### src/rtl/bcd_clock_core.sv
// HH:MM:SS BCD timekeeper with 1 Hz tick-enable prescaler, validated load,
// 12/24 h display, run/pause and a minute-resolution alarm pulse.
module bcd_clock_core #(
    parameter int CLK_HZ = 50_000_000,
    parameter int PRE_W  = 26
) (
    input  logic       clk,
    input  logic       reset,
    input  logic       run,
    input  logic       load,
    input  logic [7:0] set_hh,
    input  logic [7:0] set_mm,
    input  logic [7:0] set_ss,
    input  logic       mode12,
    input  logic       alarm_en,
    input  logic [7:0] alarm_hh,
    input  logic [7:0] alarm_mm,
    output logic [7:0] hh,
    output logic [7:0] mm,
    output logic [7:0] ss,
    output logic       pm,
    output logic       tick,
    output logic       alarm,
    output logic       load_err
);

    localparam logic [PRE_W-1:0] PRE_MAX = PRE_W'(CLK_HZ - 1);

    logic [PRE_W-1:0] pre;
    logic [3:0]       ss0, ss1, mm0, mm1;
    logic [7:0]       hour;
    logic [3:0]       n_ss0, n_ss1, n_mm0, n_mm1;
    logic [7:0]       n_hour;
    logic             load_ok, alarm_ok, alarm_hit;

    function automatic logic bcd_ok(input logic [7:0] v, input logic [3:0] tens_max);
        return (v[7:4] <= tens_max) && (v[3:0] <= 4'd9);
    endfunction

    function automatic logic hour_ok(input logic [7:0] v);
        return bcd_ok(v, 4'd2) && (v <= 8'h23);
    endfunction

    function automatic logic [7:0] hour_inc(input logic [7:0] h);
        if (h == 8'h23)
            return 8'h00;
        else if (h[3:0] == 4'd9)
            return {h[7:4] + 4'd1, 4'd0};
        else
            return {h[7:4], h[3:0] + 4'd1};
    endfunction

    // 00 shows as 12, 13..23 fold down by twelve; result re-encoded as BCD.
    function automatic logic [7:0] to_12h(input logic [7:0] h);
        logic [4:0] b;
        logic [4:0] d;
        b = {1'b0, h[7:4]} * 5'd10 + {1'b0, h[3:0]};
        if (b == 5'd0)
            d = 5'd12;
        else if (b > 5'd12)
            d = b - 5'd12;
        else
            d = b;
        if (d >= 5'd10)
            return {4'd1, 4'(d - 5'd10)};
        else
            return {4'd0, d[3:0]};
    endfunction

    assign load_ok  = hour_ok(set_hh) && bcd_ok(set_mm, 4'd5) && bcd_ok(set_ss, 4'd5);
    assign alarm_ok = hour_ok(alarm_hh) && bcd_ok(alarm_mm, 4'd5);

    always_comb begin
        n_ss0  = ss0;
        n_ss1  = ss1;
        n_mm0  = mm0;
        n_mm1  = mm1;
        n_hour = hour;
        if (ss0 != 4'd9) begin
            n_ss0 = ss0 + 4'd1;
        end else begin
            n_ss0 = 4'd0;
            if (ss1 != 4'd5) begin
                n_ss1 = ss1 + 4'd1;
            end else begin
                n_ss1 = 4'd0;
                if (mm0 != 4'd9) begin
                    n_mm0 = mm0 + 4'd1;
                end else begin
                    n_mm0 = 4'd0;
                    if (mm1 != 4'd5) begin
                        n_mm1 = mm1 + 4'd1;
                    end else begin
                        n_mm1  = 4'd0;
                        n_hour = hour_inc(hour);
                    end
                end
            end
        end
    end

    // Alarm compares against the post-increment time so it coincides with tick.
    assign alarm_hit = alarm_en && alarm_ok &&
                       ({n_hour, n_mm1, n_mm0, n_ss1, n_ss0} == {alarm_hh, alarm_mm, 8'h00});

    always_ff @(posedge clk or posedge reset) begin
        if (reset) begin
            pre      <= '0;
            ss0      <= 4'd0;
            ss1      <= 4'd0;
            mm0      <= 4'd0;
            mm1      <= 4'd0;
            hour     <= 8'h00;
            tick     <= 1'b0;
            alarm    <= 1'b0;
            load_err <= 1'b0;
        end else begin
            tick     <= 1'b0;
            alarm    <= 1'b0;
            load_err <= 1'b0;
            if (load && load_ok) begin
                pre  <= '0;
                hour <= set_hh;
                mm1  <= set_mm[7:4];
                mm0  <= set_mm[3:0];
                ss1  <= set_ss[7:4];
                ss0  <= set_ss[3:0];
            end else begin
                load_err <= load;
                if (run) begin
                    if (pre == PRE_MAX) begin
                        pre   <= '0;
                        ss0   <= n_ss0;
                        ss1   <= n_ss1;
                        mm0   <= n_mm0;
                        mm1   <= n_mm1;
                        hour  <= n_hour;
                        tick  <= 1'b1;
                        alarm <= alarm_hit;
                    end else begin
                        pre <= pre + 1'b1;
                    end
                end
            end
        end
    end

    assign hh = mode12 ? to_12h(hour) : hour;
    assign mm = {mm1, mm0};
    assign ss = {ss1, ss0};
    assign pm = (hour >= 8'h12);

endmodule

### config.mk
export PLATFORM = sky130hd
export DESIGN_NAME = bcd_clock_core
export DESIGN_NICKNAME = d
export VERILOG_FILES = /design/src/rtl/bcd_clock_core.sv
export SDC_FILE = /design/constraint.sdc
export NUM_CORES = 1
export LEC_CHECK = 0
export CAP_MARGIN = 20
export CORE_ASPECT_RATIO = 0.7
export CORE_MARGIN = 1
export CORE_UTILIZATION = 45
export CTS_CLUSTER_DIAMETER = 30
export CTS_CLUSTER_SIZE = 40
export DETAILED_ROUTE_END_ITERATION = 10
export GPL_ROUTABILITY_DRIVEN = 0
export GPL_TIMING_DRIVEN = 0
export PLACE_DENSITY_LB_ADDON = 0.25
export SLEW_MARGIN = 20
export SYNTH_ARGS = -nofsm -noshare
export SYNTH_HDL_FRONTEND = slang
export SYNTH_SLANG_ARGS = --single-unit
### constraint.sdc
create_clock -name clk -period 4.45 [get_ports clk]
set_input_delay 0.6675 -clock clk [delete_from_list [all_inputs] [get_ports clk]]
set_output_delay 0.6675 -clock clk [all_outputs]
set_load 0.05 [all_outputs]
==> Word level (Yosys, flattened, before mapping) <==
Index checks and enable logic that the tools add are counted.
{ "word_totals": {"register_bits": 53, "inputBits": 46, "output_inout_bits": 28, "wordCells": 105} }
{ "op_classes": {"add_sub_neg": 10, "multipliers": 1, "n_lt_le_gt_ge": 15, "n_eq_ne": 8, "mux": 45, "n_reduce_logical": 17} }
{ "op_table": {"columns": ["op", "n"], "rows": [
  ["2-to-1 mux 4 bit", 22],
  ["2-to-1 mux 8 bit", 10],
  ["2-to-1 mux 26 bit", 3],
  ["adder 26 x 1 -> 26 bit, second input constant", 1],
  ["equality test 26 bit, second input constant", 1],
  ["adder 4 x 1 -> 4 bit, second input constant", 6],
  ["equality test 24 bit", 1],
  ["<= comparator 4 bit, second input constant", 5],
  ["<= comparator 8 x 6 -> 1 bit, second input constant", 2],
  ["2-to-1 mux 5 bit", 3],
  ["logical AND 1 bit", 13],
  ["<= comparator 4 x 3 -> 1 bit, second input constant", 3],
  ["equality test 8 x 6 -> 1 bit, second input constant", 1],
  [">= comparator 8 x 5 -> 1 bit, second input constant", 1],
  ["<= comparator 4 x 2 -> 1 bit, second input constant", 2],
  ["inequality test 4 x 3 -> 1 bit, second input constant", 2],
  ["inequality test 4 bit, second input constant", 2],
  ["2-to-1 mux 1 bit", 7],
  ["adder 5 x 4 -> 5 bit", 1],
  [">= comparator 5 x 4 -> 1 bit, second input constant", 1],
  ["greater-than comparator 5 x 4 -> 1 bit, second input constant", 1],
  ["logical NOT 5 bit", 1],
  ["subtractor 5 x 4 -> 5 bit, second input constant", 1],
  ["equality test 4 bit, second input constant", 1],
  ["other kinds (4)", 5]
]} }

==> Longest topological paths before layout <==
{ "logic_depth": {"word_depth": 12, "depth_mapped": 12} }

==> Worst setup path after synthesis <==
Ideal clock, no wire load.
{ "synth_path": {"kind": "register -> output", "start": "register hour[6]", "end": "output hh[2]", "arrival_time_ps": 3541, "t_required_ps": 3783, "setup_slack_ps": 242, "path_stages_with_launch": 13, "path_cell_list": "dfrtp_1 ha_1 ha_1 a21oi_1 nand3_1 nand2_1 nand2_1 a22oi_1 ha_1 o41ai_1 a21boi_0 mux2_2 a21oi_1"} }
{ "synth_via": {"elab_chain_cells": 8} }
{ "synth_lines": {"columns": ["item", "line_no", "rtl"], "rows": [
  ["start: declaration", "31", "logic [7:0] hour;"],
  ["start signal: assignment", "123", "hour <= set_hh;"],
  ["start signal: assignment", "137", "hour <= n_hour;"],
  ["multiplier 4 x 3 -> 4 bit *", "57", "b = {1'b0, h[7:4]} * 5'd10 + {1'b0, h[3:0]};"],
  ["adder 5 x 4 -> 5 bit *", "57", null],
  ["subtractor 5 x 4 -> 5 bit or greater-than comparator 5 x 4 -> 1 bit (tied branches)", "61, 60", null],
  ["2-to-1 mux 5 bit", "60", "else if (b > 5'd12)"],
  ["2-to-1 mux 5 bit *", "58", "if (b == 5'd0)"],
  [">= comparator 5 x 4 -> 1 bit or subtractor 4 bit (tied branches)", "64, 65", null],
  ["2-to-1 mux 5 bit *", "64", "if (d >= 5'd10)"],
  ["2-to-1 mux 8 bit *", "148", "assign hh = mode12 ? to_12h(hour) : hour;"],
  ["end: declaration", "18", "output logic [7:0] hh,"]
]} }
Every way passes the cells marked *; elsewhere a longest branch is shown, timed or not.

==> Worst setup path in the final report <==
Same ends and word-level chain as after synthesis.

==> impl_metrics.json <==
{
  "routed_wl_um": 12500,
  "hpwl_um": 9430,
  "status": "complete, no violations",
  "ys_warn_count": 0,
  "cts_tree": "built",
  "reg2reg_depth": 9,
  "post_drt_wl_per_cell_um": 17.0,
  "num_vias": 4361,
  "max_freq_mhz": 232,
  "chipHeight_um": 83.5,
  "grt_usage_pct": 25.7,
  "drcViolationCount": 0,
  "ant_nets": 0,
  "worst_setup_path_start_kind": "flop",
  "cp.arrival_ns": 3.64,
  "cts_root_buffer": "clkbuf_16",
  "htree_levels": 2,
  "crit_fanout": 8,
  "synth_top_area_share_pct": 31.1,
  "fin_skew_ns": 0.00752,
  "r2r_end": "alarm",
  "relSlewSlack_pct": 40.7,
  "timing.critical_path.from": "hour[6]",
  "clock_sinks": 53,
  "drv_cap": 0,
  "power.total_mw": 1.64,
  "n_antenna_cell": 0,
  "postCtsHoldBufs": 0,
  "ios": 74,
  "final_nets": 670,
  "hold_violations": 0,
  "via_per_inst": 5.95,
  "synth_top_area_cell": "dfrtp_1",
  "finalCritPeriodShare_pct": 96.9,
  "overflow": 0,
  "vdd_ir_drop_max_uv": 162,
  "finalSetupViolations": 0,
  "synthesis.area_um2": 4270,
  "cp-end-kind": "output pin",
  "hp-start": "pre[25]",
  "drtIter0Drc": 288,
  "cts.reportedPaths.clkPinSlew_ns": 0.07,
  "met2_usage_pct": 38.3,
  "top_usage_layer": "met2",
  "rrSetupSlack_ns": 1.38,
  "cts-buffers-inserted": 5,
  "core_um2": 9140,
  "final_cell_mix": "69 x clkdlybuf4s50_1, 54 x nor2_1, 52 x nand2_1",
  "synth_area_leaders": "dfrtp_1 31%, o21ai_0 4.9%, nor2_1 4.8%",
  "synth_async_sr_flop_share_pct": 100,
  "grt_max_degree": 54,
  "cts_buffer_depth": 2,
  "synth_cell_types": 64,
  "worst_r2r_startpoint": "mm0[0]",
  "clock_latency_ns": 0.30,
  "synth_top_flop_cell": "dfrtp_1",
  "slew_viol_final": 0,
  "syn_nets": 590,
  "synth_edf_count": 0,
  "die_w_um": 118,
  "start_util_pct": 46.6,
  "io_buffer_count": 73,
  "use_met3_pct": 4.85,
  "syn2layout_area_growth_pct": 24.4,
  "synthCells": 528,
  "p_leak_nw": 2.04,
  "antenna_found_initial": 0,
  "post_cts_buffers": 0,
  "holdWs_ns": 0.543,
  "holdPathStages": 2,
  "grt_pass1_vias": 4021,
  "cellPowerDensity_nw_per_um2": 309,
  "use_met1_pct": 38.2,
  "min_to": "pre[25]",
  "fillers": 837,
  "synth-seq-cells": 53,
  "syn_avg_cell_area_um2": 8.08,
  "grt_pass1_wl_um": 20200,
  "critical_path_class": "reg2out",
  "critPathRequiredTime_ns": 3.78,
  "final.min_clock_period_ns": 4.31,
  "drive_gt1_share_pct": 6.57,
  "final_common_cell": "clkdlybuf4s50_1",
  "synth_seq_area_share_pct": 31.1,
  "setup_tns_ns": 0,
  "die_area_um2": 9880,
  "hp-class": "reg2reg",
  "worst_slew_pin_slew_ns": 0.881,
  "drt-pass1-iter-count": 5,
  "rows": 29
}
[flip-flops by register name (all words and copies together), names as in the netlist]
register	cells
alarm	1
hour	8
load_err	1
mm0	4
mm1	4
pre	26
ss0	4
ss1	4
tick	1
[worst max-delay path by stage]
stage,endpoint,slack [ns],cells after the start
finish,hh[2],0.14,11
global route,hh[2],-0.02,11
CTS,hh[2],0.01,13
detailed placement,hh[2],-0.38,13
global placement,hh[2],-0.26,13
floorplan,hh[2],0.24,12
[logic make-up (layout without fill, tap and decap cells)]
group,after synthesis,in the layout,share of synthesized area [%]
xor+xnor,42,42,8.95
compound gates,119,119,17.1
mux,8,8,1.97
simple gates,247,247,31.9
flops,53,53,31.1
fa+ha+maj,16,16,4.87
buf+inv,43,124,4.08
[critical path, cell delays in order (launching register included)]
cell	delay (ns)
dfrtp_2	0.48
ha_1	0.30
ha_1	0.34
xnor2_1	0.42
inv_1	0.14
ha_1	0.31
nor3_1	0.20
a31oi_1	0.12
a21boi_1	0.29
mux2_2	0.37
a21oi_1	0.16
buf_4	0.22
[metrics by stage]
step	utilization [%]	setup slack [ns]	area (µm²)	instances
after floorplan	-	0.242	4270	528
after global placement	56.3	-0.256	5150	725
after detailed placement	56.4	-0.383	5150	725
after CTS	57.9	0.00965	5290	733
after global routing	58.0	-0.0230	5310	733
final	58.0	0.138	5310	733
[Yosys cell counts, types with 3 or more instances]
| cell | count |
|---|---|
| nor4b_1 | 3 |
| xnor2_1 | 20 |
| buf_2 | 4 |
| a21oi_1 | 31 |
| nand4_1 | 16 |
| and3_1 | 10 |
| o21ai_0 | 42 |
| a31oi_1 | 7 |
| mux2i_1 | 5 |
| a211oi_1 | 3 |
| nor4_4 | 3 |
| nand2_1 | 53 |
| dfrtp_1 | 53 |
| nor2_1 | 54 |
| and4_1 | 3 |
| clkbuf_1 | 20 |
| o2111ai_1 | 3 |
| and2_1 | 6 |
| nor2b_1 | 7 |
| nand4b_1 | 5 |
| or3_1 | 10 |
| inv_1 | 16 |
| nor3_1 | 20 |
| nor4_1 | 7 |
| ha_1 | 15 |
| mux2_2 | 3 |
| nand2b_1 | 3 |
| xor2_1 | 21 |
| o31ai_1 | 6 |
| o21a_1 | 3 |
| o311ai_0 | 3 |
| a21o_1 | 3 |
| nand3_1 | 27 |
| o211ai_1 | 3 |
| or4_1 | 4 |
| o32a_1 | 3 |
[final cells by class]
cell class                      instances  area (µm²)  share of cell area, %
Buffer                                 26         110                   2.07
Sequential cell                        53        1330                   25.0
Clock buffer                            5         125                   2.36
Inverter                               17        66.3                   1.25
Clock inverter                          3        17.5                  0.330
Tap cell                              124         155                   2.92
Multi-Input combinational cell        432        2780                   52.5
Timing Repair Buffer                   73         721                   13.6
[report_power, final]
part	leakage [nW]	internal [mW]	switching [mW]
Clock	0.0696	0.207	0.179
Combinational	1.26	0.251	0.415
Sequential	0.702	0.526	0.0612
[repair_timing]
item / in CTS / in global routing
resized for setup: 13 / 9
pin swaps: 0 / 3
setup endpoints to repair: 4 / 4
hold endpoints to repair: 0 / 0
[metal layers]
layer,vias up,wire (µm)
li1,2087,-
met1,2080,6020
met2,179,5320
met3,15,994
met4,0,122
met5,-,0
Power figures use the tool's default switching activity.
